===== src/rtl/lime_ctrl_pkg.sv =====
// Shared encodings for the lime multi-cycle controller.
// Covers the state codes, opcode/funct fields, ALUOp values and trap causes.
package lime_ctrl_pkg;

  typedef enum logic [3:0] {
    S_FETCH     = 4'd0,
    S_DECODE    = 4'd1,
    S_RTYPE     = 4'd2,
    S_RITYPE    = 4'd3,
    S_RTYPE_END = 4'd4,
    S_LW1       = 4'd5,
    S_LW2       = 4'd6,
    S_SW        = 4'd7,
    S_JALR      = 4'd8,
    S_BRANCH    = 4'd9,
    S_BRANCH2   = 4'd10,
    S_JAL       = 4'd11,
    S_TRAP      = 4'd12
  } state_t;

  localparam logic [2:0] OPC_R   = 3'b000;
  localparam logic [2:0] OPC_RI  = 3'b001;
  localparam logic [2:0] OPC_I   = 3'b010;
  localparam logic [2:0] OPC_L   = 3'b011;
  localparam logic [2:0] OPC_JAL = 3'b100;

  localparam logic [3:0] FUNCT_LW      = 4'b1001;
  localparam logic [3:0] FUNCT_SW      = 4'b1010;
  localparam logic [3:0] FUNCT_JALR    = 4'b1011;
  localparam logic [3:0] FUNCT_BR_MASK = 4'b1100;
  localparam logic [3:0] FUNCT_R_MAX   = 4'b1000;

  localparam logic [3:0] ALU_ADD  = 4'b0000;
  localparam logic [3:0] ALU_SUB  = 4'b0001;
  localparam logic [3:0] ALU_PASS = 4'b0111;
  localparam logic [3:0] ALU_CMP  = 4'b1001;
  localparam logic [3:0] ALU_IDLE = 4'b1111;

  localparam logic [1:0] CAUSE_NONE    = 2'b00;
  localparam logic [1:0] CAUSE_ILLEGAL = 2'b01;
  localparam logic [1:0] CAUSE_TIMEOUT = 2'b10;

  function automatic logic is_wait_state(input state_t s);
    return (s == S_FETCH) || (s == S_LW1) || (s == S_SW);
  endfunction

endpackage


===== src/rtl/lime_wait_timer.sv =====
// Memory wait-state watchdog: counts consecutive not-ready cycles in a waiting state
// and flags a timeout once WAIT_MAX of them have elapsed without completion.
module lime_wait_timer #(
  parameter int WAIT_MAX = 15
) (
  input  logic clk,
  input  logic rst,
  input  logic active,
  input  logic mem_ready,
  input  logic stall,
  output logic timeout
);

  localparam int CW = (WAIT_MAX < 1) ? 1 : $clog2(WAIT_MAX + 1);
  localparam logic [CW-1:0] LIMIT = CW'(WAIT_MAX);

  logic [CW-1:0] cnt;

  // A ready response in the same cycle always wins over the timeout.
  assign timeout = (WAIT_MAX != 0) && active && !mem_ready && (cnt == LIMIT);

  always_ff @(posedge clk) begin
    if (rst) begin
      cnt <= '0;
    end else if (!stall) begin
      if (!active || mem_ready || timeout) cnt <= '0;
      else                                 cnt <= cnt + 1'b1;
    end
  end

endmodule


===== src/rtl/lime_control_fsm.sv =====
// Multi-cycle control FSM for lime: sequences fetch/decode/execute, handles memory
// wait-states, stalls, illegal-opcode and bus-timeout traps, and counts retirements.
module lime_control_fsm
  import lime_ctrl_pkg::*;
#(
  parameter int FUNCT_W  = 4,
  parameter int OPC_W    = 3,
  parameter int ALUOP_W  = 4,
  parameter int WAIT_MAX = 15,
  parameter int CNT_W    = 16
) (
  input  logic                     CLK,
  input  logic                     Reset,
  input  logic [FUNCT_W+OPC_W-1:0] input_control,
  input  logic                     mem_ready,
  input  logic                     stall,
  input  logic                     trap_clear,
  output logic                     output_control_Branch,
  output logic                     output_control_IoD,
  output logic                     output_control_IRWrite,
  output logic                     output_control_Mem2Reg,
  output logic                     output_control_MemR,
  output logic                     output_control_MemW,
  output logic                     output_control_PCSrc,
  output logic                     output_control_PCWrite,
  output logic                     output_control_RegWrite,
  output logic [1:0]               output_control_ALUSrcA,
  output logic [1:0]               output_control_ALUSrcB,
  output logic [1:0]               output_control_BranchType,
  output logic [ALUOP_W-1:0]       output_control_ALUOp,
  output logic                     output_control_trap,
  output logic [1:0]               output_control_trap_cause,
  output logic [CNT_W-1:0]         output_control_instret,
  output logic [3:0]               output_control_current_state,
  output logic [3:0]               output_control_next_state
);

  logic [OPC_W-1:0]   opc;
  logic [FUNCT_W-1:0] funct;
  state_t             state, nxt;
  logic [1:0]         cause, new_cause;
  logic [CNT_W-1:0]   instret;
  logic               timeout, retire, set_trap;

  assign opc   = input_control[OPC_W-1:0];
  assign funct = input_control[FUNCT_W+OPC_W-1:OPC_W];

  lime_wait_timer #(.WAIT_MAX(WAIT_MAX)) u_wait_timer (
    .clk       (CLK),
    .rst       (Reset),
    .active    (is_wait_state(state)),
    .mem_ready (mem_ready),
    .stall     (stall),
    .timeout   (timeout)
  );

  always_ff @(posedge CLK) begin
    if (Reset) begin
      state   <= S_FETCH;
      cause   <= CAUSE_NONE;
      instret <= '0;
    end else begin
      state <= nxt;
      if (set_trap) cause   <= new_cause;
      if (retire)   instret <= instret + 1'b1;
    end
  end

  always_comb begin
    nxt       = state;
    set_trap  = 1'b0;
    new_cause = CAUSE_NONE;
    retire    = 1'b0;
    case (state)
      S_FETCH: begin
        if (timeout) begin
          nxt = S_TRAP; set_trap = 1'b1; new_cause = CAUSE_TIMEOUT;
        end else if (mem_ready) begin
          nxt = S_DECODE;
        end
      end
      S_DECODE: begin
        if (opc == OPC_W'(OPC_R)) begin
          nxt = S_RTYPE;
        end else if (opc == OPC_W'(OPC_RI)) begin
          if (funct == FUNCT_W'(FUNCT_JALR))
            nxt = S_JALR;
          else if ((funct & FUNCT_W'(FUNCT_BR_MASK)) == FUNCT_W'(FUNCT_BR_MASK))
            nxt = S_BRANCH;
          else
            nxt = S_RITYPE;
        end else if (opc == OPC_W'(OPC_I)) begin
          nxt = S_RITYPE;
        end else if (opc == OPC_W'(OPC_L)) begin
          nxt = S_FETCH; retire = 1'b1;
        end else if (opc == OPC_W'(OPC_JAL)) begin
          nxt = S_JAL;
        end else begin
          nxt = S_TRAP; set_trap = 1'b1; new_cause = CAUSE_ILLEGAL;
        end
      end
      S_RTYPE: begin
        if (funct > FUNCT_W'(FUNCT_R_MAX)) begin
          nxt = S_TRAP; set_trap = 1'b1; new_cause = CAUSE_ILLEGAL;
        end else begin
          nxt = S_RTYPE_END;
        end
      end
      S_RITYPE: begin
        if (funct == FUNCT_W'(FUNCT_LW))      nxt = S_LW1;
        else if (funct == FUNCT_W'(FUNCT_SW)) nxt = S_SW;
        else                                  nxt = S_RTYPE_END;
      end
      S_LW1: begin
        if (timeout) begin
          nxt = S_TRAP; set_trap = 1'b1; new_cause = CAUSE_TIMEOUT;
        end else if (mem_ready) begin
          nxt = S_LW2;
        end
      end
      S_SW: begin
        if (timeout) begin
          nxt = S_TRAP; set_trap = 1'b1; new_cause = CAUSE_TIMEOUT;
        end else if (mem_ready) begin
          nxt = S_FETCH; retire = 1'b1;
        end
      end
      S_RTYPE_END, S_LW2, S_JALR, S_JAL, S_BRANCH2: begin
        nxt = S_FETCH; retire = 1'b1;
      end
      S_BRANCH: nxt = S_BRANCH2;
      S_TRAP:   if (trap_clear) nxt = S_FETCH;
      default:  nxt = S_FETCH;
    endcase
    // A stall freezes the whole controller, overriding ready, timeout and trap_clear.
    if (stall) begin
      nxt      = state;
      set_trap = 1'b0;
      retire   = 1'b0;
    end
  end

  always_comb begin
    output_control_Branch     = 1'b0;
    output_control_IoD        = 1'b0;
    output_control_IRWrite    = 1'b0;
    output_control_Mem2Reg    = 1'b0;
    output_control_MemR       = 1'b0;
    output_control_MemW       = 1'b0;
    output_control_PCSrc      = 1'b0;
    output_control_PCWrite    = 1'b0;
    output_control_RegWrite   = 1'b0;
    output_control_ALUSrcA    = 2'd0;
    output_control_ALUSrcB    = 2'd0;
    output_control_BranchType = 2'd0;
    output_control_ALUOp      = ALUOP_W'(ALU_IDLE);
    case (state)
      S_FETCH: begin
        output_control_MemR    = 1'b1;
        output_control_ALUSrcB = 2'd1;
        output_control_ALUOp   = ALUOP_W'(ALU_ADD);
        output_control_IRWrite = mem_ready;
        output_control_PCWrite = mem_ready;
      end
      S_RTYPE: begin
        output_control_ALUSrcA = 2'd2;
        output_control_ALUOp   = ALUOP_W'(funct);
      end
      S_RITYPE: begin
        output_control_ALUSrcA = 2'd2;
        output_control_ALUSrcB = 2'd2;
        if (funct == FUNCT_W'(FUNCT_LW) || funct == FUNCT_W'(FUNCT_SW))
          output_control_ALUOp = ALUOP_W'(ALU_ADD);
        else
          output_control_ALUOp = ALUOP_W'(funct);
      end
      S_RTYPE_END: output_control_RegWrite = 1'b1;
      S_LW1: begin
        output_control_IoD  = 1'b1;
        output_control_MemR = 1'b1;
      end
      S_LW2: begin
        output_control_RegWrite = 1'b1;
        output_control_Mem2Reg  = 1'b1;
      end
      S_SW: begin
        output_control_IoD  = 1'b1;
        output_control_MemW = 1'b1;
      end
      S_JALR, S_JAL: begin
        output_control_ALUSrcA  = 2'd3;
        output_control_ALUSrcB  = 2'd1;
        output_control_ALUOp    = ALUOP_W'(ALU_PASS);
        output_control_RegWrite = (state == S_JALR);
        output_control_PCWrite  = (state == S_JAL);
      end
      S_BRANCH: begin
        output_control_ALUOp      = ALUOP_W'(ALU_CMP);
        output_control_ALUSrcB    = 2'd2;
        output_control_Branch     = 1'b1;
        output_control_BranchType = funct[1:0];
      end
      S_BRANCH2: begin
        output_control_ALUOp      = ALUOP_W'(ALU_SUB);
        output_control_ALUSrcA    = 2'd2;
        output_control_Branch     = 1'b1;
        output_control_BranchType = funct[1:0];
        output_control_PCSrc      = 1'b1;
        output_control_PCWrite    = 1'b1;
      end
      default: ;
    endcase
    // Stall only blocks state-changing writes; read and mux selects stay live.
    if (stall) begin
      output_control_PCWrite  = 1'b0;
      output_control_IRWrite  = 1'b0;
      output_control_RegWrite = 1'b0;
      output_control_MemW     = 1'b0;
    end
  end

  assign output_control_trap          = (state == S_TRAP);
  assign output_control_trap_cause    = cause;
  assign output_control_instret       = instret;
  assign output_control_current_state = state;
  assign output_control_next_state    = nxt;

endmodule


===== config.mk =====
export PLATFORM = sky130hd
export DESIGN_NAME = lime_control_fsm
export DESIGN_NICKNAME = d
export VERILOG_FILES = /design/src/rtl/lime_ctrl_pkg.sv /design/src/rtl/lime_wait_timer.sv /design/src/rtl/lime_control_fsm.sv
export SDC_FILE = /design/constraint.sdc
export NUM_CORES = 1
export LEC_CHECK = 0
export ABC_AREA = 1
export CAP_MARGIN = 0
export CORE_ASPECT_RATIO = 1.75
export CORE_MARGIN = 2
export CORE_UTILIZATION = 29
export DETAILED_ROUTE_END_ITERATION = 16
export GPL_TIMING_DRIVEN = 0
export REMOVE_ABC_BUFFERS = 1
export SYNTH_ARGS = -nofsm -noshare
export SYNTH_HDL_FRONTEND = slang
export SYNTH_SLANG_ARGS = --single-unit

===== constraint.sdc =====
create_clock -name CLK -period 1.7 [get_ports CLK]
set_input_delay 0.17 -clock CLK [delete_from_list [all_inputs] [get_ports CLK]]
set_output_delay 0.17 -clock CLK [all_outputs]
set_load 0.1 [all_outputs]

==> reports/results.tsv, run 1 <==
metric	value	unit
placed_area	2510	um^2
tightest_slew	0.965	ns
syn_to_final_growth	75.0	%
nets	424	
grt_max_degree	24	
ant_nets	0	
whs	0.463	ns
clock_skew	0.00216	ns
critPathCaptureType	primary output	
grt_pass1_vias	2309	
min_to	output_control_trap_cause[0]$_SDFFE_PP0P_	
ir_worst_vdd	0.561	mV
ioPinCount	58	
clk_pin_slew	0.06	ns
dp.cells	447	
async_flop_share	0	
r2r-end	output_control_current_state[0]$_SDFF_PP0_	
min_from	output_control_trap_cause[0]$_SDFFE_PP0P_	
place_hpwl	4480	um
io_buffers	57	
antennaDiodeCount	0	
report.final.slew_viol_count	0	
std_cell_rows	39	
r2r_slack	-0.16	ns
grt_usage	0.178	
final_cell_mix	nand2_1, buf_4, inv_1, nor2_1, a21oi_1	
start_util	0.298	
wl_per_cell	14.9	um
syn_avg_cell_area	6.05	um^2
total_power	1970	uW
ys.flop_type	dfxtp_1	
crit_required	1.53	ns
fin_ws	-0.189	ns
root_buffer	clkbuf_16	
relSlewSlack	0.359	
finalSetupViolCount	16	
overflow	0	
violations	setup timing	
grt_antenna_before_repair	0	
rsz0062_at_grt	true	
p_leak	0.00141	uW
die_x	65.5	um
coreArea	6440	um^2
synth_cells	317	
fin_cells	491	
synth_edf_count	0	
die_h	112	um
drive_gt1_frac	0.389	
syn-cell-area	1920	um^2
final_common_cell	nand2_1	
worstSetupPathType	reg -> out	
reg2reg_depth	11	
stdcell_area	3360	um^2
drv_cap	0	
worstSkewPairLatency	0.26	ns
cts.path.max_buffers	2	
htreeDepth	1	
yosys_warnings	0	
wirelength	7310	um
dieArea	7310	um^2
hold_class	reg -> reg	
nFillCells	612	
grt_pass1_wl	10300	um
cp-start-kind	register	
power.density	585	nW/um^2
path_max_fanout	5	
cts.sinks	26	
period_minus_slack	1.89	ns
critical_path_arrival	1.72	ns
status	finished, violations left	
cts_tree	done	
r2r_start	output_control_current_state[2]$_SDFF_PP0_	
drc	0	
ys_ff_latch	26	
vias	2471	
vias_per_cell	5.03	
hold_viol	0	
yosysUniqueCellTypes	31	
hold_depth	2	
dr.pass1.iters	4	
drt_iter0_drc	110	
fmax	529	MHz
period_share	1.11	
ys_seq_area_frac	0.271	
numCtsBuffers	3	
gp_congestion	0.888	
==> metal layers <==
layer,vias up,routed length [um],track usage
met3,23,299,0.0141
met5,-,0,0
met4,0,374,0.0875
met1,1152,2560,0.183
li1,1206,-,-
met2,90,4080,0.342
==> report_power, final <==
group | internal, uW | switching (uW) | leakage [uW]
combinational | 253 | 513 | 0.00115
sequential | 617 | 19.5 | 0.000214
clock | 360 | 203 | 0.0000442
==> worst max path at each step <==
stage / start / to / cells past startpoint
floorplan: output_control_current_state[3]$_SDFF_PP0_ / output_control_ALUOp[1] / 8
global placement: output_control_current_state[0]$_SDFF_PP0_ / output_control_next_state[2] / 9
detailed placement: output_control_current_state[0]$_SDFF_PP0_ / output_control_next_state[2] / 9
CTS: output_control_current_state[0]$_SDFF_PP0_ / output_control_next_state[2] / 9
global route: output_control_current_state[0]$_SDFF_PP0_ / output_control_next_state[2] / 9
finish: output_control_current_state[0]$_SDFF_PP0_ / output_control_next_state[2] / 9
==> layout make-up <==
cell class | instances | area (um^2) | share of cell area
timing repair inverter | 1 | 8.76 | 0.00261
tap | 82 | 103 | 0.0306
clock buffer | 4 | 88.8 | 0.0265
sequential | 26 | 538 | 0.160
inverter | 38 | 169 | 0.0503
timing repair buffer | 94 | 958 | 0.286
multi-input combinational | 246 | 1490 | 0.444
==> stage by stage <==
| step | worst slack [ns] | TNS [ns] | util |
|---|---|---|---|
| 2_1_floorplan | -2.59 | -44.66 | - |
| 3_3_place_gp | -1.33 | -29.23 | 0.389 |
| 3_5_place_dp | -1.33 | -29.15 | 0.389 |
| 4_1_cts | -0.214 | -0.698 | 0.467 |
| 5_1_grt | -0.279 | -2.77 | 0.521 |
| 6_report | -0.189 | -1.65 | 0.521 |
==> cells by family (layout without fill, tap and decap cells) <==
group / Yosys count / in the layout / share of synthesized area
and+or+nand+nor: 188 / 190 / 0.427
buffers and inverters: 47 / 137 / 0.119
AOI/OAI and AO/OA: 43 / 43 / 0.119
DFF: 26 / 26 / 0.271
xor gates and xnor gates: 11 / 11 / 0.0502
adders and majority gates: 2 / 2 / 0.0130
==> synth_stat cells, types with 5 or more instances <==
master	n	share of area
nand2_1	100	0.20
nor2_1	35	0.068
inv_1	34	0.067
a21oi_1	27	0.070
dfxtp_1	26	0.27
nand3_1	22	0.057
nor3_1	11	0.029
o21ai_0	11	0.029
nand4_1	8	0.026
xnor2_1	6	0.027
buf_6	5	0.029
xor2_1	5	0.023
==> worst max-delay path, stage by stage, from the launching register on <==
cell     delay (ns)
dfxtp_4        0.39
inv_2          0.06
nor2_4         0.18
nand2_2        0.10
nor3_4         0.22
nor2_1         0.08
nand3_1        0.08
nand2_1        0.07
nand2_2        0.09
buf_12         0.17
==> sequential cells by signal, summed over array words and instances (netlist names) <==
signal                        count
output_control_trap_cause         2
u_wait_timer.cnt                  4
output_control_instret           16
output_control_current_state      4
==> repair_timing <==
action	CTS	global route
hold buffers	0	0
setup endpoints to repair	64	32
cloned	0	3
gates resized for setup	286	76
buffers inserted	22	15
pin swaps	13	22
Note: power is estimated with default switching activity, not from simulation.
==> inputs of run 2 (changes only) <==
--- a/config.mk
+++ b/config.mk
@@ -12,6 +12,7 @@
 export CORE_UTILIZATION = 29
 export DETAILED_ROUTE_END_ITERATION = 16
 export GPL_TIMING_DRIVEN = 0
+export HOLD_SLACK_MARGIN = 0.08
 export REMOVE_ABC_BUFFERS = 1
 export SYNTH_ARGS = -nofsm -noshare
 export SYNTH_HDL_FRONTEND = slang
==> results of run 2 <==
No change in the layout: final DEF, timing and power equal those of run 1.
==> inputs of run 3 (changes only) <==
--- a/config.mk
+++ b/config.mk
@@ -9,11 +9,13 @@
 export CAP_MARGIN = 0
 export CORE_ASPECT_RATIO = 1.75
 export CORE_MARGIN = 2
-export CORE_UTILIZATION = 29
+export CORE_UTILIZATION = 25
 export DETAILED_ROUTE_END_ITERATION = 16
 export GPL_TIMING_DRIVEN = 0
 export HOLD_SLACK_MARGIN = 0.08
 export REMOVE_ABC_BUFFERS = 1
 export SYNTH_ARGS = -nofsm -noshare
 export SYNTH_HDL_FRONTEND = slang
+export SYNTH_HIERARCHICAL = 1
 export SYNTH_SLANG_ARGS = --single-unit
+export TNS_END_PERCENT = 10
==> run 3 against run 2 <==
  * Largest power group unchanged
  * Critical path depth grew 2
  * Final cell count grew 0.81%
  * Synthesized cell count up 4.4%
  * Maximum frequency is 9.9% lower
  * The flow still finishes with violations (setup timing)
  * Synthesized area increased by 0.52%
  * Largest cell class unchanged
==> reports/results.tsv, run 3 <==
metric	value	unit
status	finished, violations left	
violations	setup timing	
syn_avg_cell_area	5.83	um^2
grt_antenna_before_repair	0	
critical_path_arrival	1.93	ns
drive_gt1_frac	0.280	
power.density	663	nW/um^2
numCtsBuffers	3	
report.final.slew_viol_count	0	
seq_area	538	um^2
multi_input_area	1310	um^2
holdBufCountCts	0	
period_share	1.23	
ys_ff_latch	26	
vias_per_cell	4.74	
vias	2344	
worstSkewPairLatency	0.26	ns
cts_tree	done	
start_util	0.257	
io_buffers	57	
dp.cells	470	
coreArea	7510	um^2
hold_class	reg -> reg	
cts.sinks	26	
hold_viol	0	
path_max_fanout	5	
grt_pass1_vias	2336	
die_h	120	um
tightest_slew	0.983	ns
grt_usage	0.145	
final_cell_mix	nand2_1, inv_1, nor2_1, buf_4, a21oi_1	
cp-start-kind	register	
grt_max_degree	23	
wl_per_cell	12.4	um
worstSetupPathType	reg -> out	
yosysMostFrequentCell	nand2_1	
fin_ws	-0.397	ns
synth_area_leaders	dfxtp_1, nand2_1, inv_1	
clk_pin_slew	0.07	ns
crit_required	1.53	ns
fin_cells	495	
cts.path.max_buffers	2	
dr.pass1.iters	4	
yosys_warnings	6	
gp_congestion	0.885	
root_buffer	clkbuf_16	
overflow	0	
ioPinCount	58	
synth_edf_count	0	
period_minus_slack	2.10	ns
synth_top_area_share	0.270	
grt_pass1_wl	10000	um
place_hpwl	4450	um
rsz0062_at_grt	true	
fmax	477	MHz
std_cell_rows	42	
dieArea	8460	um^2
syn_to_final_growth	55.0	%
syn-cell-area	1930	um^2
die_x	70.4	um
nFillCells	776	
drt_iter0_drc	100	
clock_skew	0.00591	ns
ys_seq_area_frac	0.270	
final_common_cell	nand2_1	
p_leak	0.00135	uW
drc	0	
ys.flop_type	dfxtp_1	
relSlewSlack	0.347	
largest_register_ff_count	16	
synth_cells	331	
yosysUniqueCellTypes	27	
synth_top_area_cell	dfxtp_1	
drv_cap	0	
nets	423	
synthTopCellsByCount	nand2_1, inv_1, nor2_1, a21oi_1, dfxtp_1	
pre_cts_ws	-1.68	ns
critPathCaptureType	primary output	
async_flop_share	0	
antennaDiodeCount	0	
htreeDepth	1	
finalSetupViolCount	25	
ir_worst_vdd	0.461	mV
ant_nets	0	
wirelength	6130	um
[run 3: worst max-delay path, stage by stage (launching register included)]
cell	delay (ns)
dfxtp_4	0.38
nor2_4	0.15
nand2_4	0.08
nand2_4	0.07
inv_4	0.04
nor3_4	0.22
a21oi_1	0.09
nand3_1	0.14
nand2_1	0.08
o21ai_2	0.17
nand2_2	0.09
buf_12	0.17
[run 3: path summary, 6_finish.rpt]
| check | startpoint | to | slack, ns | cells past startpoint |
|---|---|---|---|---|
| hold reg to reg | output_control_trap_cause[1]$_SDFFE_PP0P_ | output_control_trap_cause[1]$_SDFFE_PP0P_ | 0.47 | 2 |
| setup reg to reg | output_control_current_state[1]$_SDFF_PP0_ | output_control_current_state[3]$_SDFF_PP0_ | -0.35 | 15 |
| setup / recovery | output_control_current_state[1]$_SDFF_PP0_ | output_control_next_state[0] | -0.40 | 11 |
| hold / removal | output_control_trap_cause[1]$_SDFFE_PP0P_ | output_control_trap_cause[1]$_SDFFE_PP0P_ | 0.47 | 2 |
[run 3: what timing repair did]
item,in CTS,in global routing
pin swaps,10,4
endpoints found under the setup margin,68,51
resized for setup,256,34
gates cloned,0,0
setup buffers,18,4
[run 3: through the flow]
| step | util | hold WS, ns | instance area (um^2) | setup TNS [ns] | power, uW |
|---|---|---|---|---|---|
| floorplan | - | 0.232 | 1880 | -49.38 | 1140 |
| CTS | 0.389 | 0.474 | 2920 | -3.54 | 1950 |
| global placement | 0.341 | 0.462 | 2560 | -34.07 | 1320 |
| detailed placement | 0.341 | 0.466 | 2560 | -34.52 | 1320 |
| global route | 0.398 | 0.497 | 2990 | -8.13 | 2070 |
| finish | 0.398 | 0.468 | 2990 | -4.25 | 1980 |
[run 3: area by class of cell]
class                           count  area share
Timing Repair Buffer               79       0.260
Sequential cell                    26       0.180
Clock buffer                        3      0.0251
Inverter                           46      0.0603
Tap cell                           88      0.0369
Multi-Input combinational cell    253       0.438
[run 3: report_power, final]
part / internal, uW / switching [uW]
Sequential: 619 / 23.3
Clock: 312 / 210
Combinational: 252 / 565
[run 3: cells by family (layout without fill, tap and decap cells)]
logic type | Yosys count | in the layout | synth area share
buffers and inverters | 52 | 128 | 0.116
and+or+nand+nor | 198 | 198 | 0.436
xor gates and xnor gates | 11 | 11 | 0.0500
adders and majority gates | 2 | 2 | 0.0130
AOI/OAI and AO/OA | 42 | 42 | 0.115
DFF | 26 | 26 | 0.270
[run 3: layer usage]
| metal | up-vias | routed length [um] | track usage |
|---|---|---|---|
| met5 | - | 0 | 0 |
| met4 | 0 | 204 | 0.0781 |
| met3 | 17 | 392 | 0.0292 |
| met2 | 69 | 3250 | 0.284 |
| met1 | 1058 | 2280 | 0.134 |
| li1 | 1200 | - | - |
